### src/rtl/modinv_helper_pkg.sv
// Shared encodings and helpers for the modular-invertor word mover.
// Mode and FSM state encodings plus the width helper used for counters.
package modinv_helper_pkg;

   typedef enum logic [1:0] {
      MODE_COPY  = 2'b00,
      MODE_CLEAR = 2'b01,
      MODE_SHR1  = 2'b10,
      MODE_SHL1  = 2'b11
   } mode_e;

   typedef enum logic [1:0] {
      ST_IDLE = 2'd0,
      ST_RUN  = 2'd1,
      ST_DONE = 2'd2
   } state_e;

   // Bits needed to hold values 0..value-1, never less than one.
   function automatic int clog2(input int value);
      int w;
      w = 1;
      while ((1 << w) < value) w++;
      return w;
   endfunction

endpackage

### src/rtl/modinv_helper_move_rdpipe.sv
// Read-latency pipe: carries {valid, destination word index} from read issue
// to the cycle the source data arrives, so it directly frames each write.
module modinv_helper_rdpipe
   import modinv_helper_pkg::*;
#(
   parameter int LAT   = 1,
   parameter int IDX_W = 3
) (
   input  logic             clk,
   input  logic             rst,
   input  logic             in_vld,
   input  logic [IDX_W-1:0] in_idx,
   output logic             out_vld,
   output logic [IDX_W-1:0] out_idx
);

   logic [LAT-1:0]            vld_q, vld_d;
   logic [LAT-1:0][IDX_W-1:0] idx_q, idx_d;

   // Index is zeroed when invalid so the shared address bus idles at 0.
   always_comb begin
      vld_d    = vld_q;
      idx_d    = idx_q;
      vld_d[0] = in_vld;
      idx_d[0] = in_vld ? in_idx : '0;
      for (int s = 1; s < LAT; s++) begin
         vld_d[s] = vld_q[s-1];
         idx_d[s] = idx_q[s-1];
      end
   end

   always_ff @(posedge clk or posedge rst) begin
      if (rst) begin
         vld_q <= '0;
         idx_q <= '0;
      end else begin
         vld_q <= vld_d;
         idx_q <= idx_d;
      end
   end

   assign out_vld = vld_q[LAT-1];
   assign out_idx = idx_q[LAT-1];

endmodule

### src/rtl/modinv_helper_move.sv
// Word mover: streams an operand from the source buffer into the selected
// destination banks as a copy, clear, or one-bit logical shift.
module modinv_helper_move
   import modinv_helper_pkg::*;
#(
   parameter int OPERAND_NUM_WORDS = 8,
   parameter int OPERAND_ADDR_BITS = 3,
   parameter int BUFFER_NUM_WORDS  = 9,
   parameter int BUFFER_ADDR_BITS  = 4,
   parameter int READ_LATENCY      = 1,
   parameter int NUM_DST           = 2
) (
   input  logic                         clk,
   input  logic                         rst,
   input  logic                         ena,
   input  logic [1:0]                   mode,
   input  logic [NUM_DST-1:0]           dst_mask,
   output logic                         rdy,
   output logic                         done,
   output logic [BUFFER_ADDR_BITS-1:0]  s_addr,
   input  logic [31:0]                  s_din,
   output logic [OPERAND_ADDR_BITS-1:0] d_addr,
   output logic [NUM_DST-1:0]           d_wren,
   output logic [31:0]                  d_dout
);

   localparam int CNT_W     = clog2(OPERAND_NUM_WORDS + 2);
   localparam int SHR_READS = (BUFFER_NUM_WORDS < OPERAND_NUM_WORDS + 1) ?
                              BUFFER_NUM_WORDS : OPERAND_NUM_WORDS + 1;
   localparam logic [CNT_W-1:0]             N_LIM    = CNT_W'(OPERAND_NUM_WORDS);
   localparam logic [CNT_W-1:0]             SHR_LIM  = CNT_W'(SHR_READS);
   localparam logic [OPERAND_ADDR_BITS-1:0] LAST_IDX = OPERAND_ADDR_BITS'(OPERAND_NUM_WORDS - 1);

   state_e                 state_q, state_d;
   mode_e                  mode_q, mode_d;
   logic [NUM_DST-1:0]     mask_q, mask_d;
   logic [CNT_W-1:0]       cnt_q, cnt_d;
   logic                   carry_q, carry_d;
   logic [31:1]            prev_q, prev_d;

   logic                         iss;
   logic [CNT_W-1:0]             lim;
   logic                         pipe_in_vld, pipe_out_vld;
   logic [OPERAND_ADDR_BITS-1:0] pipe_in_idx, pipe_out_idx;
   logic                         wr;
   logic [OPERAND_ADDR_BITS-1:0] wr_idx;

   modinv_helper_rdpipe #(
      .LAT   (READ_LATENCY),
      .IDX_W (OPERAND_ADDR_BITS)
   ) u_rdpipe (
      .clk     (clk),
      .rst     (rst),
      .in_vld  (pipe_in_vld),
      .in_idx  (pipe_in_idx),
      .out_vld (pipe_out_vld),
      .out_idx (pipe_out_idx)
   );

   always_comb begin
      state_d     = state_q;
      mode_d      = mode_q;
      mask_d      = mask_q;
      cnt_d       = cnt_q;
      carry_d     = carry_q;
      prev_d      = prev_q;
      pipe_in_vld = 1'b0;
      pipe_in_idx = '0;
      wr          = 1'b0;
      wr_idx      = '0;
      s_addr      = '0;
      d_dout      = '0;

      // Clear issues N write slots; the others issue one slot per source read.
      lim = (mode_q == MODE_SHR1) ? SHR_LIM : N_LIM;
      iss = (state_q == ST_RUN) && (cnt_q < lim);
      if (iss) cnt_d = cnt_q + 1'b1;

      // shr1 read j produces word j-1, so its first read writes nothing.
      if (iss && mode_q != MODE_CLEAR) begin
         s_addr = BUFFER_ADDR_BITS'(cnt_q);
         if (mode_q == MODE_SHR1) begin
            pipe_in_vld = (cnt_q != '0);
            pipe_in_idx = OPERAND_ADDR_BITS'(cnt_q - 1'b1);
         end else begin
            pipe_in_vld = 1'b1;
            pipe_in_idx = OPERAND_ADDR_BITS'(cnt_q);
         end
      end

      if (state_q == ST_RUN) begin
         prev_d = s_din[31:1];
         if (mode_q == MODE_CLEAR) begin
            wr     = iss;
            wr_idx = iss ? OPERAND_ADDR_BITS'(cnt_q) : '0;
         end else begin
            wr     = pipe_out_vld;
            wr_idx = pipe_out_idx;
         end
      end

      if (wr) begin
         case (mode_q)
            MODE_COPY:  d_dout = s_din;
            MODE_CLEAR: d_dout = '0;
            MODE_SHL1:  d_dout = {s_din[30:0], carry_q};
            default:    d_dout = {s_din[0], prev_q[31:1]};
         endcase
         if (mode_q == MODE_SHL1) carry_d = s_din[31];
      end

      case (state_q)
         ST_IDLE: begin
            if (ena) begin
               state_d = ST_RUN;
               mode_d  = mode_e'(mode);
               mask_d  = dst_mask;
               cnt_d   = '0;
               carry_d = 1'b0;
               prev_d  = '0;
            end
         end
         ST_RUN: begin
            if (wr && wr_idx == LAST_IDX) state_d = ST_DONE;
         end
         ST_DONE: begin
            state_d = ST_IDLE;
            cnt_d   = '0;
         end
         default: state_d = ST_IDLE;
      endcase
   end

   always_ff @(posedge clk or posedge rst) begin
      if (rst) begin
         state_q <= ST_IDLE;
         mode_q  <= MODE_COPY;
         mask_q  <= '0;
         cnt_q   <= '0;
         carry_q <= 1'b0;
         prev_q  <= '0;
      end else begin
         state_q <= state_d;
         mode_q  <= mode_d;
         mask_q  <= mask_d;
         cnt_q   <= cnt_d;
         carry_q <= carry_d;
         prev_q  <= prev_d;
      end
   end

   assign rdy    = (state_q == ST_IDLE);
   assign done   = (state_q == ST_DONE);
   assign d_addr = wr_idx;
   assign d_wren = wr ? mask_q : '0;

endmodule

### config.mk
export PLATFORM = sky130hd
export DESIGN_NAME = modinv_helper_move
export DESIGN_NICKNAME = d
export VERILOG_FILES = /design/src/rtl/modinv_helper_pkg.sv /design/src/rtl/modinv_helper_move_rdpipe.sv /design/src/rtl/modinv_helper_move.sv
export SDC_FILE = /design/constraint.sdc
export NUM_CORES = 1
export LEC_CHECK = 0
export BUFFER_PORTS_ARGS = -buffer_cell sky130_fd_sc_hd__buf_2
export CORE_MARGIN = 2
export CORE_UTILIZATION = 45
export CTS_BUF_LIST = sky130_fd_sc_hd__clkbuf_2 sky130_fd_sc_hd__clkbuf_4 sky130_fd_sc_hd__clkbuf_8
export DETAILED_ROUTE_END_ITERATION = 12
export HOLD_SLACK_MARGIN = 0.02
export PLACE_DENSITY_LB_ADDON = 0.05
export SETUP_SLACK_MARGIN = 0.1
export SYNTH_ARGS = -nofsm -noshare
export SYNTH_HDL_FRONTEND = slang
export SYNTH_HIERARCHICAL = 1
export SYNTH_SLANG_ARGS = --single-unit
### constraint.sdc
create_clock -name clk -period 2.5 [get_ports clk]
set_clock_uncertainty 0.2 [all_clocks]
set_input_delay 0.5 -clock clk [delete_from_list [all_inputs] [get_ports clk]]
set_output_delay 0.5 -clock clk [all_outputs]
set_load 0.005 [all_outputs]
# Word level (Yosys, flattened, before mapping)
# Cells that the tools add are included.
# word_totals
regBits	46
latch_bits	0
ramBits	0
mem_bits_ro	0
wordCells	56
mem_count	0
# op_classes
n_addsub	2
mul	0
div	0
order_cmp	1
n_eq_ne	9
shifts	0
n_mux	28
n_bitwise	0
reduce_logical	8
# ops
cell	n
$pmux 32 s3	1
$mux 31	3
$mux 32	1
$mux 3	6
$mux 4	3
$mux 1	9
$pmux 4 s2	1
$eq 2x2->1 const B	3
$mux 2	3
$add 4x1->4 const B	1
$eq 2x1->1 const B	2
$logic_not 2->1	2
$lt 4x4->1	1
$ne 2x1->1 const B	2
$pmux 2 s2	1
$reduce_and 2->1	2
$reduce_bool 4->1	1
$eq 3x3->1 const B	1
$logic_and 1x1->1	3
$sub 3x1->3 const B	1
$ne 2x2->1 const B	1

# Depth between registers and ports, before layout
# depth
word_depth	11
ltp_mapped	9
mapped_depth_nobuf	8

# Hierarchy
# The synthesis kept the hierarchy.
# by_module_without_submodules
mod	instances	cells_per_inst	area_each_um2
modinv_helper_move	1	366	2841.5
modinv_helper_rdpipe	1	8	122.6

# Worst setup path after synthesis
# Ideal clock, no wire load.
# synth_path
path_type	flip-flop to output port
startpoint	register mode_q[0]
endpoint	output d_dout[10]
arrival_ns	1.954
slack_ns	-0.154
path_stages_with_launch	10
path_buffers	3
path_cell_list	dfrtp_1 -> buf_2 -> nor2b_1 -> ha_1 -> nor3b_2 -> nor3_1 -> or3_1 -> buf_6 -> buf_6 -> nor2_1
# synth_between
elab_chain_cells	7
word_cells_on_any_way	11
# synth_rtl
item	line	source
start, declared	modinv_helper_move.sv:35	mode_e mode_q, mode_d;
start signal, assigned	modinv_helper_move.sv:144	mode_q <= mode_d;
$eq 2x2->1	modinv_helper_move.sv:75	lim = (mode_q == MODE_SHR1) ? SHR_LIM : N_LIM;
$mux 1	modinv_helper_move.sv:75	
$lt 4x4->1	modinv_helper_move.sv:76	iss = (state_q == ST_RUN) && (cnt_q < lim);
$logic_and 1x1->1	modinv_helper_move.sv:76	
$mux 1	modinv_helper_move.sv:93	if (mode_q == MODE_CLEAR) begin
$mux 1	modinv_helper_move.sv:91	if (state_q == ST_RUN) begin
$mux 32 *	modinv_helper_move.sv:102	if (wr) begin
end, declared	modinv_helper_move.sv:24	output logic [31:0] d_dout
# Mark *: on every way between the ends. The rest lies on a longest branch, timed or not.

# Final worst setup path
# layout_path
startpoint	register mode_q[0]
endpoint	output d_dout[18]
# The elaborated chain is that of the path after synthesis.

==> summary.md <==
| Metric | Value |
|---|---|
| TritonCTS clock tree | `done` |
| Seq/Total Area, Yosys | `0.3883` |
| Reg area | `1152 sq um` |
| Number of global-route vias before repair | `2698` |
| CP arrival | `2.06 ns` |
| Final Hold Vio Count | `0` |
| GP Congestion | `0.7876` |
| Routed WL | `7785 um` |
| Largest net degree at the start of global routing | `38` |
| Placed cell count | `527` |
| Worst Hold Class | `input port to register` |
| Endpoint, Worst Hold | `mask_q[1]` |
| Antenna cells | `0` |
| #FFs+latches synth | `46` |
| Die height | `85.16 um` |
| Inserted Clock Buffers | `5` |
| Startpoint Class | `register` |
| Drt first-iter violations | `79` |
| Final HPWL DP | `5274 um` |
| Cell Area, Synth | `2964 sq um` |
| Flop-to-flop setup slack | `0.24 ns` |
| Initial Utilization | `0.4668` |
| Failing checks | `setup timing` |
| Multi-input gate area | `1689 sq um` |
| Hold Path Stages | `3` |
| Max Clk Rate | `0.3629 GHz` |
| Worst R2R Path Depth | `10` |
| Layout Cells excl Fill | `548` |
| Peak supply drop | `0.7528 mV` |
| Core region area | `6350 sq um` |
| Clk Tree Root Cell | `clkbuf_8` |
| Die Wd | `85.16 um` |
| Via count | `2823` |
| Synth unique cells | `36` |
| Drt wl/cell | `14.21 um` |
| I/O pins | `82` |
| Vias/cell | `5.151` |
| Layout cells sized above 1 | `0.3355` |
| Max Cap Violations | `0` |
| Tot Pwr | `0.005026 W` |
| # H-tree levels | `2` |
| Pwr Density | `1303 nW/um^2` |
| Final core occ | `0.6073` |
| CP Max Fanout | `16` |
| Placement Setup Slack | `-0.07589 ns` |
| Syn nets | `418` |
| Drt drc | `0` |
| Endpoint type of the worst setup path | `output pin` |
| Final critical-path share of the clock period | `1.102` |
| Setup CP Type | `register to output pin` |
| # rows | `29` |
| Worst r2r dst | `state_q[0]` |
| Clock Sinks | `46` |
| Initial antenna violation count | `0` |
| Clk_lat worst skew | `0.29 ns` |
| Status | `complete, but fails checks` |
| PortBufs | `81` |
| Synth warn | `6` |
| Final setup fails | `39` |
| Hold_sp | `dst_mask[1]` |
| Grt total ovfl | `0` |
| Worst EP required | `1.80 ns` |
| Slew Viols, Final | `0` |
| Setup ws final | `-0.2558 ns` |
| Final min period | `2.756 ns` |
| Leak | `1.949 nW` |
| Fin nets | `514` |
| RSZ-0062 raised after global routing | `true` |
| Global-route usage over all layers | `0.2185` |
| Routed Antenna Nets | `0` |
| Pre-antenna DRT Iters | `4` |
| Clock Path Buffers | `2` |
| Slew @ Worst Pin | `0.5640 ns` |
| Syn_area_per_cell | `7.925 sq um` |
| Worst slew margin | `0.6235` |
| RR Startpoint | `mode_q[0]` |
| Post-Syn Instances | `374` |
| Fillers | `617` |
| Clk pin slew, worst setup/hold paths | `0.09 ns` |
| DIE AREA | `7252 sq um` |
| P&R area growth vs syn | `30.10%` |
| First-pass GRT wire length | `12830 um` |
## stage by stage
stage / TNS (ns) / hold slack, ns / area, sq um
detailed placement: -1.690 / 0.2101 / 3533
CTS: -8.901 / 0.2044 / 3779
floorplan: 0 / 0.06608 / 2983
global placement: -1.097 / 0.2026 / 3533
finish: -8.260 / 0.2089 / 3856
global route: -13.29 / 0.2303 / 3856
## flip-flops by register name (all words and copies together) (netlist names)
name and cells:
mask_q 2, prev_q 31, mode_q 2, carry_q 1
u_rdpipe/out_idx 3, cnt_q 4, state_q 2, u_rdpipe/out_vld 1
## cells by family after synthesis
| group | count (synthesis) | share of synthesized area |
|---|---|---|
| AND/OR/NAND/NOR | 173 | 0.2668 |
| buffers and inverters | 36 | 0.06500 |
| AO/OA/AOI/OAI | 77 | 0.1330 |
| flip-flops | 46 | 0.3883 |
| adder cells (fa/ha/maj) | 5 | 0.02111 |
| multiplexers | 36 | 0.1228 |
| XOR/XNOR | 1 | 0.002955 |
## worst max-delay path by stage
| stage | startpoint | slack [ns] | endpoint | cells past startpoint |
|---|---|---|---|---|
| floorplan | mode_q[0] | 0.01 | d_dout[10] | 9 |
| global placement | mode_q[0] | -0.07 | d_dout[2] | 8 |
| detailed placement | mode_q[0] | -0.08 | d_dout[18] | 8 |
| CTS | mode_q[0] | -0.28 | d_dout[18] | 8 |
| global route | mode_q[0] | -0.40 | d_dout[0] | 8 |
| finish | mode_q[0] | -0.26 | d_dout[18] | 8 |
## cells in the final DEF (no fill, tap or decap), drive strengths merged, types with 2 or more instances in the layout
cell,Yosys,routed
nand2,70,70
nor2,80,80
o21ai,5,5
mux2i,33,33
mux2,3,3
nor2b,6,6
a21oi,68,68
nand2b,2,2
and2,5,5
clkbuf,12,7
dfrtp,46,46
inv,8,8
ha,5,5
nor3b,2,2
a211oi,2,2
buf,16,115
## power breakdown
part	switching [W]	internal (W)	total, W	leakage, nW
combinational	0.00175	0.00159	0.00334	1.35
sequential	0.000166	0.00104	0.00121	0.549
clock	0.000248	0.000234	0.000483	0.0517
total	0.00217	0.00286	0.00503	1.95
## worst max-delay path, cell delays in order (launching register included)
cell     delay (ns)
dfrtp_2        0.43
nor2b_4        0.12
ha_1           0.14
nor3b_4        0.20
nor3_2         0.07
or3_4          0.40
buf_12         0.18
nor2_1         0.10
buf_2          0.11
## synthesized netlist by cell type (all sizes together)
cell	n	area, sq um
nor4bb	1	10.01
nand4b	1	8.760
a31oi	1	6.260
nand2	70	262.8
buf	16	117.6
dfrtp	46	1151
nor3b	2	20.02
ha	5	62.56
nand4	1	6.260
nor4	1	6.260
o21ai	5	25.02
nor2	80	370.4
a21oi	68	340.3
xor2	1	8.760
nand3	1	5.000
nand2b	2	15.02
inv	8	30.03
nor3	1	5.000
clkbuf	12	45.04
mux2	3	33.78
a211oi	2	15.01
or3	1	6.260
mux2i	33	330.3
and3	1	6.260
nor2b	6	37.54
o21a	1	7.510
and2	5	31.28
## cell type report
| type | count | share of cell area |
|---|---|---|
| sequential | 46 | 0.2988 |
| timing repair buffer | 117 | 0.2057 |
| clock inverter | 1 | 0.001298 |
| multi-input combinational | 292 | 0.4380 |
| clock buffer | 7 | 0.02336 |
| tap | 77 | 0.02498 |
| inverter | 8 | 0.007787 |
## timing repair
action / in CTS / in global routing
resized for setup: 10 / 12
setup buffers: 6 / 4
endpoints found under the hold margin: 4 / 0
setup endpoints to repair: 39 / 40
pin swaps: 0 / 2
hold buffers: 1 / 0
gates cloned: 2 / 0
## layer usage
metal / vias to the layer above / part of all wire / global-route usage
li1: 1422 / - / -
met3: 2 / 0.044 / 0.04475
met2: 66 / 0.50 / 0.3757
met5: - / 0 / 0
met1: 1333 / 0.45 / 0.2893
met4: 0 / 0.0039 / 0.03752
No activity file was read; power rests on OpenSTA's default activity.
